### config.mk
export PLATFORM = sky130hd
export DESIGN_NAME = calc_alu_sequencer
export DESIGN_NICKNAME = d
export VERILOG_FILES = /design/src/rtl/calc_alu_sequencer.sv
export SDC_FILE = /design/constraint.sdc
export NUM_CORES = 1
export LEC_CHECK = 0
export ABC_AREA = 1
export CAP_MARGIN = 20
export CORE_MARGIN = 2
export CORE_UTILIZATION = 51
export DETAILED_ROUTE_END_ITERATION = 8
export GPL_TIMING_DRIVEN = 0
export PLACE_DENSITY = 0.68
export SLEW_MARGIN = 30
export SYNTH_ARGS = -nofsm -noshare
export SYNTH_HDL_FRONTEND = slang
export SYNTH_SLANG_ARGS = --single-unit
### constraint.sdc
create_clock -name clk_i -period 3.9 [get_ports clk_i]
set_input_delay 0.78 -clock clk_i [delete_from_list [all_inputs] [get_ports clk_i]]
set_output_delay 0.78 -clock clk_i [all_outputs]
set_load 0.005 [all_outputs]
### src/rtl/calc_alu_sequencer.sv
// calc_alu_sequencer: multi-cycle add/sub/mul/div sequencer with registered result, remainder and flag.
module calc_alu_sequencer (
    input  logic        clk_i,
    input  logic        rst_ni,
    input  logic        start_i,
    input  logic [1:0]  op_i,
    input  logic [15:0] a_i,
    input  logic [15:0] b_i,
    output logic        busy_o,
    output logic        done_o,
    output logic [16:0] c_o,
    output logic [15:0] rem_o,
    output logic        flag_o
);
    typedef enum logic [2:0] {IDLE, ADDSUB, MUL, DIV, DONE} state_t;
    state_t      state_q, state_d;
    logic [3:0]  cnt_q, cnt_d;
    logic [1:0]  op_q, op_d;
    logic [15:0] a_q, a_d, b_q, b_d, w_q, w_d, rem_q, rem_d;
    logic [31:0] acc_q, acc_d, mc_q, mc_d, prod;
    logic [16:0] c_q, c_d, trial, diff;
    logic        flag_q, flag_d, ge;
    logic [15:0] rnext;
    // a_q is the multiplier (shifted right) in MUL and the dividend/quotient shift register in DIV
    assign prod   = acc_q + (a_q[0] ? mc_q : 32'd0);
    assign trial  = {w_q, a_q[15]};
    assign ge     = trial >= {1'b0, b_q};
    assign diff   = trial - {1'b0, b_q};
    assign rnext  = ge ? diff[15:0] : trial[15:0];
    assign busy_o = state_q != IDLE;
    assign done_o = state_q == DONE;
    assign c_o    = c_q;
    assign rem_o  = rem_q;
    assign flag_o = flag_q;
    always_comb begin
        state_d = state_q;
        cnt_d   = cnt_q;
        op_d    = op_q;
        a_d     = a_q;
        b_d     = b_q;
        w_d     = w_q;
        acc_d   = acc_q;
        mc_d    = mc_q;
        c_d     = c_q;
        rem_d   = rem_q;
        flag_d  = flag_q;
        case (state_q)
            IDLE: if (start_i) begin
                a_d     = a_i;
                b_d     = b_i;
                op_d    = op_i;
                cnt_d   = 4'd0;
                acc_d   = 32'd0;
                mc_d    = {16'd0, b_i};
                w_d     = 16'd0;
                state_d = op_i[1] ? (op_i[0] ? DIV : MUL) : ADDSUB;
            end
            ADDSUB: begin
                c_d     = op_q[0] ? {1'b0, a_q} - {1'b0, b_q} : {1'b0, a_q} + {1'b0, b_q};
                flag_d  = op_q[0] & (a_q < b_q);
                rem_d   = 16'd0;
                state_d = DONE;
            end
            MUL: begin
                acc_d = prod;
                mc_d  = mc_q << 1;
                a_d   = a_q >> 1;
                cnt_d = cnt_q + 4'd1;
                if (cnt_q == 4'd15) begin
                    c_d     = prod[16:0];
                    flag_d  = |prod[31:17];
                    rem_d   = 16'd0;
                    state_d = DONE;
                end
            end
            DIV: if (b_q == 16'd0) begin
                c_d     = 17'd0;
                rem_d   = 16'd0;
                flag_d  = 1'b1;
                state_d = DONE;
            end else begin
                w_d   = rnext;
                a_d   = {a_q[14:0], ge};
                cnt_d = cnt_q + 4'd1;
                if (cnt_q == 4'd15) begin
                    c_d     = {1'b0, a_q[14:0], ge};
                    rem_d   = rnext;
                    flag_d  = 1'b0;
                    state_d = DONE;
                end
            end
            default: state_d = IDLE;
        endcase
    end
    always_ff @(posedge clk_i or negedge rst_ni) begin
        if (!rst_ni) begin
            state_q <= IDLE;
            cnt_q   <= 4'd0;
            op_q    <= 2'd0;
            a_q     <= 16'd0;
            b_q     <= 16'd0;
            w_q     <= 16'd0;
            acc_q   <= 32'd0;
            mc_q    <= 32'd0;
            c_q     <= 17'd0;
            rem_q   <= 16'd0;
            flag_q  <= 1'b0;
        end else begin
            state_q <= state_d;
            cnt_q   <= cnt_d;
            op_q    <= op_d;
            a_q     <= a_d;
            b_q     <= b_d;
            w_q     <= w_d;
            acc_q   <= acc_d;
            mc_q    <= mc_d;
            c_q     <= c_d;
            rem_q   <= rem_d;
            flag_q  <= flag_d;
        end
    end
endmodule

Word level (Yosys, flattened, before mapping)
Index checks and enable logic that the tools add are counted.

storage, ports and cells
  register bits = 154
  input bits = 37
  output and inout bits = 36
  logic and storage cells = 75

operators by class
  add/subtract/negate cells = 5
  magnitude comparators = 2
  equality and inequality tests = 9
  multiplexer cells = 34
  bitwise operators = 1
  reductions and logical operators = 13

operators with widths
  cell                                                  number
  two-way mux 16 bit                                    8
  one-hot mux 32 bit (2 select lines)                   2
  two-way mux 32 bit                                    3
  one-hot mux 16 bit (3 select lines)                   2
  two-way mux 17 bit                                    4
  one-hot mux 17 bit (3 select lines)                   1
  adder 32 bit                                          1
  one-hot mux 16 bit (2 select lines)                   1
  adder 16 x 16 -> 17 bit                               1
  >= comparator 17 x 16 -> 1 bit                        1
  subtractor 16 x 16 -> 17 bit                          1
  logical NOT 16 bit                                    1
  < comparator 16 bit                                   1
  subtractor 16 bit                                     1
  OR reduction 15 bit                                   1
  one-hot mux 3 bit (4 select lines)                    1
  one-hot mux 4 bit (3 select lines)                    1
  two-way mux 3 bit                                     3
  AND reduction 3 bit                                   3
  nonzero test 3 bit                                    3
  two-way mux 4 bit                                     2
  equality test 3 x 2 -> 1 bit (second input constant)  2
  != test 2 bit (second input constant)                 3
  adder 4 x 1 -> 4 bit (second input constant)          1
  other kinds (11)                                      16

Longest topological paths before layout
Gate-level depths: netlist of the first run.

  depth after elaboration = 5
  depth in mapped cells = 23
  gate-level depth less buffers = 21

Worst setup path after synthesis of the first run
OpenSTA, ideal clock, no wires.

  kind = register to register
  start = reg a_q[0]
  end = reg flag_q (netlist: flag_o)
  setup time = 0.126 ns
  data arrival time = 2.584 ns
  required time = 3.774 ns
  path slack = 1.190 ns
  cell stages (with the launch flop) = 24
  buffers on the path = 2
  period minus slack after synthesis = 2.710 ns
  path through = dfrtp_1 -> clkbuf_1 -> clkbuf_1 -> nand2_1 -> inv_1 -> ha_1 -> inv_1 -> fa_1 -> inv_1 -> nand3_1 -> nand3_1 -> nand2_1 -> nand2_1 -> nand2_1 -> nand2_1 -> nand2_1 -> nand2_1 -> nand2_1 -> nand2_1 -> nand3_1 -> nor2_1 -> nand2_1 -> nand2_1 -> a21oi_1

between the ends
  longest elaborated chain between the ends = 5
  elaborated cells between the ends (all ways) = 7
  those cells by class = add/sub: 1; order compare: 1; mux: 3; bitwise: 1; reduce/logical: 1

RTL lines
  what                                  RTL line  source
  start, declared                       19        logic [15:0] a_q, a_d, b_q, b_d, w_q, w_d, rem_q, rem_d;
  start signal, assigned                100       a_q <= 16'd0;
  start signal, assigned                112       a_q <= a_d;
  two-way mux 32 bit                    25        assign prod = acc_q + (a_q[0] ? mc_q : 32'd0);
  adder 32 bit                          25
  OR reduction 15 bit                   71        flag_d = |prod[31:17];
  two-way mux 1 bit                     69        if (cnt_q == 4'd15) begin
  one-hot mux 1 bit (3 select lines) *  47        case (state_q)
  end signal, assigned                  119       flag_q <= flag_d;
  end, declared                         22        logic flag_q, flag_d, ge;

Every way passes the cells marked *; elsewhere a longest branch is shown, timed or not. The select of a mux whose other input is x is not followed.
A chain may end at the register's enable or synchronous reset.

Worst setup path after layout of the first run
Ends and elaborated chain as after synthesis.

==> impl_results.md, run 1 <==
* Status: finished, final reports clean
* Cell Area, Synth at 0.01175 mm²
* Post-synth top area share at 32.80%
* First-pass GRT wire length at 61,420 µm
* Final ANT Viol Nets at 0
* Initial antenna violation count at 0
* Setup crit end: flag_o
* Synth Area in Simple Gates at 32.41%
* Hold crit path type: in2async
* CP arrival at 3840 ps
* Vias in the first global route at 11,500
* Setup Buffers After CTS at 0
* PortBufs at 72
* DRC at 0
* FP Rows at 55
* Crit path cell chain: clkbuf_2 > nand2_1 > inv_1 > ha_1 > inv_1 > fa_1 > inv_1 > nand3_1 > nand3_1 > nand2_1 > nand2_1 > nand2_1 > nand2_1 > nand2_1 > nand2_1 > nand2_1 > nand2_1 > nand3_1 > nor2_1 > nand2_1 > nand2_1 > a21oi_1
* FFs w/ async S/R, synth at 100.0%
* Cell Area, Placed at 0.01289 mm²
* Filler cell count at 2,271
* Mean Syn Cell Area at 6.706 µm²
* Pin count of the biggest net entering global routing at 76
* Die X-Extent at 155.8 µm
* Switching Share at 51.81%
* Total number of vias at 11,790
* Pwr dens at 771.0 mW/mm²
* Die height at 155.8 µm
* WP buf/inv at 4
* Top_reg_cell synth: dfrtp_1
* Worst Setup End Kind: register
* Compound-Gate Fraction of Synth Area at 13.31%
* Final worst clock skew at 17.98 ps
* Final period utilization at 90.47%
* CP peak stage delay at 600 ps
* Routed WL at 38,310 µm
* Initial drt markers at 856
* Top delay family on crit path: simple AND/OR/NAND/NOR gates
* Setup CP Type: reg2reg
* Clock Sinks at 154
* Static leakage at 7.435 nW
* Max IR drop VDD at 421.0 µV
* Hold_ws at 147.9 ps
* Largest family of logic cells by synthesized area: simple AND/OR/NAND/NOR gates
* Worst-path clk slew at 70 ps
* CTS max path bufs at 2
* GRT Total Usage at 32.90%
* Combinational share of power at 59.2%
* Syn nets at 1,873
* Worst EP required at 4210 ps
* DP HPWL at 30,400 µm
* Sequential share of the synthesized area at 32.80%
* Net switching power at 0.005376 W
* Post-Syn Instances at 1,752
* Layout Area Growth over Synthesis at 14.57%
* Synth cell count leaders: nand2_1 (615), inv_1 (261), dfrtp_1 (154)
* Post-Synth XOR/XNOR Area at 1.267%
* Initial core utilization at 51.89%
* Startpoint Class: register
* Post-place setup slack at 130.0 ps
* Cts bufs inserted at 17
* Die area at 0.02427 mm²
* Wire per inst at 17.89 µm
* GR Overflow Total at 0
* TritonCTS clock tree: done
* Synth top area cells: dfrtp_1 (33%), nand2_1 (20%), ha_1 (8.5%)
* Cell internal pwr at 0.005001 W
* Post-route minimum period at 3528 ps
* Total design power at 0.01038 W
* Cell taking the most area after synthesis: dfrtp_1
* Diodes inserted at 0
* Layout cells sized above 1 at 4.900%
* Via density at 5.505
* DR pass1 iterations at 5
* Slew @ Worst Pin at 736.9 ps
* # nets final at 1,965
* Most numerous cell in the Yosys netlist: nand2_1
* Setup crit start: a_q[0]
* Post-layout util at 59.45%
* GPL Wtd Cong at 0.9391
* Most frequent CP cell: nand2_1
* Max Fclk at 283.4 MHz
* Final Setup Violations at 0
* Yosys warns at 0
* Max-cap violations at 0
* Synth unique cells at 52
* Final worst setup slack at 371.5 ps
* Reg-to-reg critical path endpoint: flag_o
* H-tree depth at 4
* Share of power burned in registers at 24.2%
* Fin area at 0.01346 mm²
* Root Driver: clkbuf_16
* Post-synth EDFFs at 0
* Reg2reg setup slack at 370 ps
* Core region area at 0.02264 mm²
* Yosys reg bits at 154
* Post-synthesis mux area share at 0%
* Crit path max fanout at 10
* Hold Vio Cnt, Final at 0
* Max stage delay cell, worst path: dfrtp_1
* RSZ-0062 raised after global routing: false
* Reg-to-Reg Start: a_q[0]
* Clock Latency Late Sink at 440 ps
* Slew HR at 50.47%
* Adder-Cell Fraction of Synth Area at 9.201%
* R2R cell count at 22
* Max Slew Vio Count at 0
* Levels on crit path at 22
* Clk pwr share at 16.6%
* IO Pins at 73
-- routing by layer --
| metal | up-vias | part of all wire [%] | GRT usage [%] |
|---|---|---|---|
| met2 | 371 | 47 | 54.51 |
| met1 | 5505 | 44 | 43.21 |
| met5 | - | 0 | 0 |
| li1 | 5825 | - | - |
| met3 | 91 | 5.9 | 5.306 |
| met4 | 0 | 3.8 | 13.06 |
-- worst min-delay path by stage --
| stage | start | to | slack [ps] | cells after the start |
|---|---|---|---|---|
| floorplan | acc_q[10] | acc_q[10] | 450 | 2 |
| global placement | acc_q[10] | acc_q[10] | 460 | 2 |
| detailed placement | rem_o[10] | rem_o[10] | 470 | 2 |
| CTS | rst_ni | acc_q[10] | 140 | 1 |
| global route | rst_ni | acc_q[10] | 140 | 1 |
| finish | rst_ni | mc_q[11] | 150 | 1 |
-- metrics by stage --
| stage | cells | setup TNS, ps |
|---|---|---|
| 6_report | 2142 | 0 |
| 5_1_grt | 2142 | 0 |
| 4_1_cts | 2143 | 0 |
| 3_5_place_dp | 2111 | 0 |
| 3_3_place_gp | 2109 | -700550 |
| 2_1_floorplan | 1752 | 0 |
-- cell usage in the layout (no fill, tap or decap), types with 11 or more instances in the layout --
| cell type | synthesis | routed |
|---|---|---|
| a31oi_1 | 11 | 11 |
| clkbuf_1 | 23 | 21 |
| clkbuf_16 | 0 | 17 |
| a22o_1 | 12 | 12 |
| nand4_1 | 42 | 42 |
| nor2_1 | 97 | 97 |
| buf_2 | 11 | 11 |
| dfrtp_1 | 154 | 154 |
| o21ai_0 | 102 | 102 |
| nand2_1 | 615 | 615 |
| inv_1 | 261 | 261 |
| clkdlybuf4s50_1 | 0 | 71 |
| nand3_1 | 96 | 96 |
| a21oi_1 | 92 | 92 |
| nand3b_1 | 17 | 17 |
| o22ai_1 | 18 | 18 |
| ha_1 | 80 | 80 |
-- logic make-up (layout without fill, tap and decap cells) --
| kind of cell | after synthesis | in the layout |
|---|---|---|
| AOI/OAI and AO/OA | 275 | 275 |
| xor gates and xnor gates | 17 | 17 |
| adders and majority gates | 84 | 84 |
| buffers and inverters | 321 | 426 |
| DFF | 154 | 154 |
| and+or+nand+nor | 901 | 901 |
-- registers in the layout (all words and copies together), names as in the netlist --
signal   flops
state_q      3
acc_q       32
w_q         16
mc_q        32
op_q         1
cnt_q        4
c_o         17
rem_o       16
b_q         16
flag_o       1
a_q         16
-- power by group through the flow --
stage	sequential (W)	combinational, W	clock (W)
5_1_grt	0.00256	0.00684	0.00179
3_5_place_dp	0.00251	0.00603	0
6_report	0.00251	0.00614	0.00172
4_1_cts	0.00248	0.00607	0.00173
2_1_floorplan	0.00238	0.00417	0
3_3_place_gp	0.00250	0.00599	0
-- worst reg2reg max path: stages, from the launching register on --
cell and delay (ps):
dfrtp_1 600, clkbuf_2 300, nand2_1 80, inv_1 60
ha_1 250, inv_1 90, fa_1 380, inv_1 140
nand3_1 90, nand3_1 170, nand2_1 70, nand2_1 160
nand2_1 70, nand2_1 150, nand2_1 120, nand2_1 70
nand2_1 40, nand2_1 80, nand3_1 70, nor2_1 150
nand2_1 70, nand2_1 110, a21oi_1 80
-- cell type report --
type	count	area, µm²	share of cell area (%)
buffer	49	264.0	1.961
sequential	154	3854	28.63
inverter	271	1027	7.632
timing repair buffer	74	780.7	5.800
multi-input combinational	1277	6601	49.04
clock inverter	15	151.4	1.125
tap	285	356.6	2.649
clock buffer	17	425.4	3.160
-- what timing repair did --
item | in CTS | in global routing
resized for setup | 0 | 2
hold buffers | 0 | 0
endpoints found under the setup margin | 0 | 4
(Power assumes the default switching activity.)
==> run 2, diff against run 1 <==
- REMOVE_ABC_BUFFERS: unset -> 1
==> impl_results.md, run 2 (synthesis results as in run 1) <==
* Status: finished, final reports clean
* GR Overflow Total at 0
* Root Driver: clkbuf_16
* Startpoint Class: register
* Footprint of the multi-input gates at 0.006655 mm²
* CP peak stage delay at 460 ps
* Initial antenna violation count at 0
* GRT Total Usage at 30.43%
* IO Pins at 73
* Via density at 5.533
* Met3 Routed Length at 1311 µm
* Hold crit path type: in2async
* DR pass1 iterations at 6
* Cell internal pwr at 0.004996 W
* Worst EP required at 4250 ps
* Top layer in use: met4
* Switching Share at 50.47%
* Max Fclk at 269.6 MHz
* Crit path cell chain: inv_2 > nor2_4 > inv_4 > nor2_8 > inv_2 > nor2_2 > inv_1 > nand3_2 > nor2_4 > buf_16 > nor2_4 > inv_2 > o21ai_0
* Filler cell count at 2,210
* Clock Latency Late Sink at 440 ps
* Setup CP Type: reg2reg
* Met2 Wirelength at 18,310 µm
* Net switching power at 0.005090 W
* Sum Neg Setup Slack at 0 ps
* Slew HR at 44.35%
* Clock Sinks at 154
* Static leakage at 7.339 nW
* Diodes inserted at 0
* Routed WL at 36,100 µm
* Layout cells sized above 1 at 4.075%
* TritonCTS clock tree: done
* Initial drt markers at 732
* Cell Area, Placed at 0.01270 mm²
* First-pass GRT wire length at 58,070 µm
* Slew @ Worst Pin at 832.7 ps
* GPL Wtd Cong at 0.9442
* Final worst setup slack at 190.4 ps
* Crit path max fanout at 41
* Worst Setup End Kind: register
* PortBufs at 72
* Hold buffer count at cts at 0
* Cts bufs inserted at 17
* Post-place setup slack at -331.6 ps
* Final ANT Viol Nets at 0
* RSZ-0062 raised after global routing: false
* Core region area at 0.02264 mm²
* Top delay family on crit path: simple AND/OR/NAND/NOR gates
* Final worst clock skew at 14.53 ps
* CTS max path bufs at 2
* Final Setup Violations at 0
* Hold Vio Cnt, Final at 0
* Initial core utilization at 51.89%
* Clk pwr share at 17.2%
* Die height at 155.8 µm
* Commonest cells after routing, fill and taps aside: nand2_1 (615), inv_1 (261), dfrtp_1 (153), o21ai_0 (102), nor2_1 (97)
* Max IR drop VDD at 629.3 µV
* Fin area at 0.01335 mm²
* Combinational share of power at 57.4%
* WP buf/inv at 6
* Final period utilization at 95.12%
* DP HPWL at 27,140 µm
* Most common cell after layout, fill and taps aside: nand2_1
* Pin count of the biggest net entering global routing at 65
* H-tree depth at 4
* Total design power at 0.01009 W
* Wire per inst at 17.18 µm
* Vias in the first global route at 11,480
* Share of power burned in registers at 25.4%
* Max Slew Vio Count at 0
* Die X-Extent at 155.8 µm
* CP arrival at 4060 ps
* Total number of vias at 11,620
* Max stage delay cell, worst path: dfrtp_1
* Pwr dens at 755.6 mW/mm²
* # nets final at 1,924
* Max-cap violations at 0
* Area taken by flip-flops and latches at 0.003857 mm²
* Worst-path clk slew at 70 ps
* Post-route minimum period at 3710 ps
* DRC at 0
* Layout Area Growth over Synthesis at 13.62%
* Hold_ws at 206.1 ps
* Die area at 0.02427 mm²
* Routed met1 length at 14,970 µm
* FP Rows at 55
run 2: per-layer routing:
layer | GRT usage [%] | vias up
li1 | - | 5747
met1 | 35.56 | 5495
met2 | 55.33 | 294
met3 | 4.194 | 88
met4 | 13.81 | 0
met5 | 0 | -
run 2: per-stage QoR:
stage               utilization, %  cells
floorplan                        -   1702
detailed placement           56.10   2064
global route                 58.96   2101
global placement             55.47   2059
finish                       58.96   2101
CTS                          58.87   2099
run 2: cell type report:
cell class | count | share of cell area (%)
timing repair buffer | 78 | 6.402
clock buffer | 21 | 3.449
multi-input combinational | 1281 | 49.85
sequential | 154 | 28.90
tap | 285 | 2.671
clock inverter | 11 | 1.031
inverter | 271 | 7.695
run 2: power by group through the flow:
stage               clock network [W]  logic [W]  registers (W)
floorplan                           0    0.00385        0.00244
global placement                    0    0.00546        0.00256
detailed placement                  0    0.00564        0.00257
CTS                           0.00175    0.00572        0.00255
global route                  0.00181    0.00651        0.00263
finish                        0.00174    0.00579        0.00257
run 2: timing repair:
item	in CTS	in global routing
gates resized for setup	0	1
endpoints found under the setup margin	62	49
buffers inserted	0	1
cloned	3	1
pin swaps	2	2
run 2: final timing paths:
check,from,end,slack (ps),cells past startpoint
setup / recovery,state_q[1],mc_q[0],190,13
hold / removal,rst_ni,mc_q[17],210,1
setup reg to reg,state_q[1],mc_q[0],190,13
hold reg to reg,acc_q[6],acc_q[6],480,2
max in group asynchronous,rst_ni,w_q[14],3050,2
min in group clk_i,acc_q[6],acc_q[6],480,2
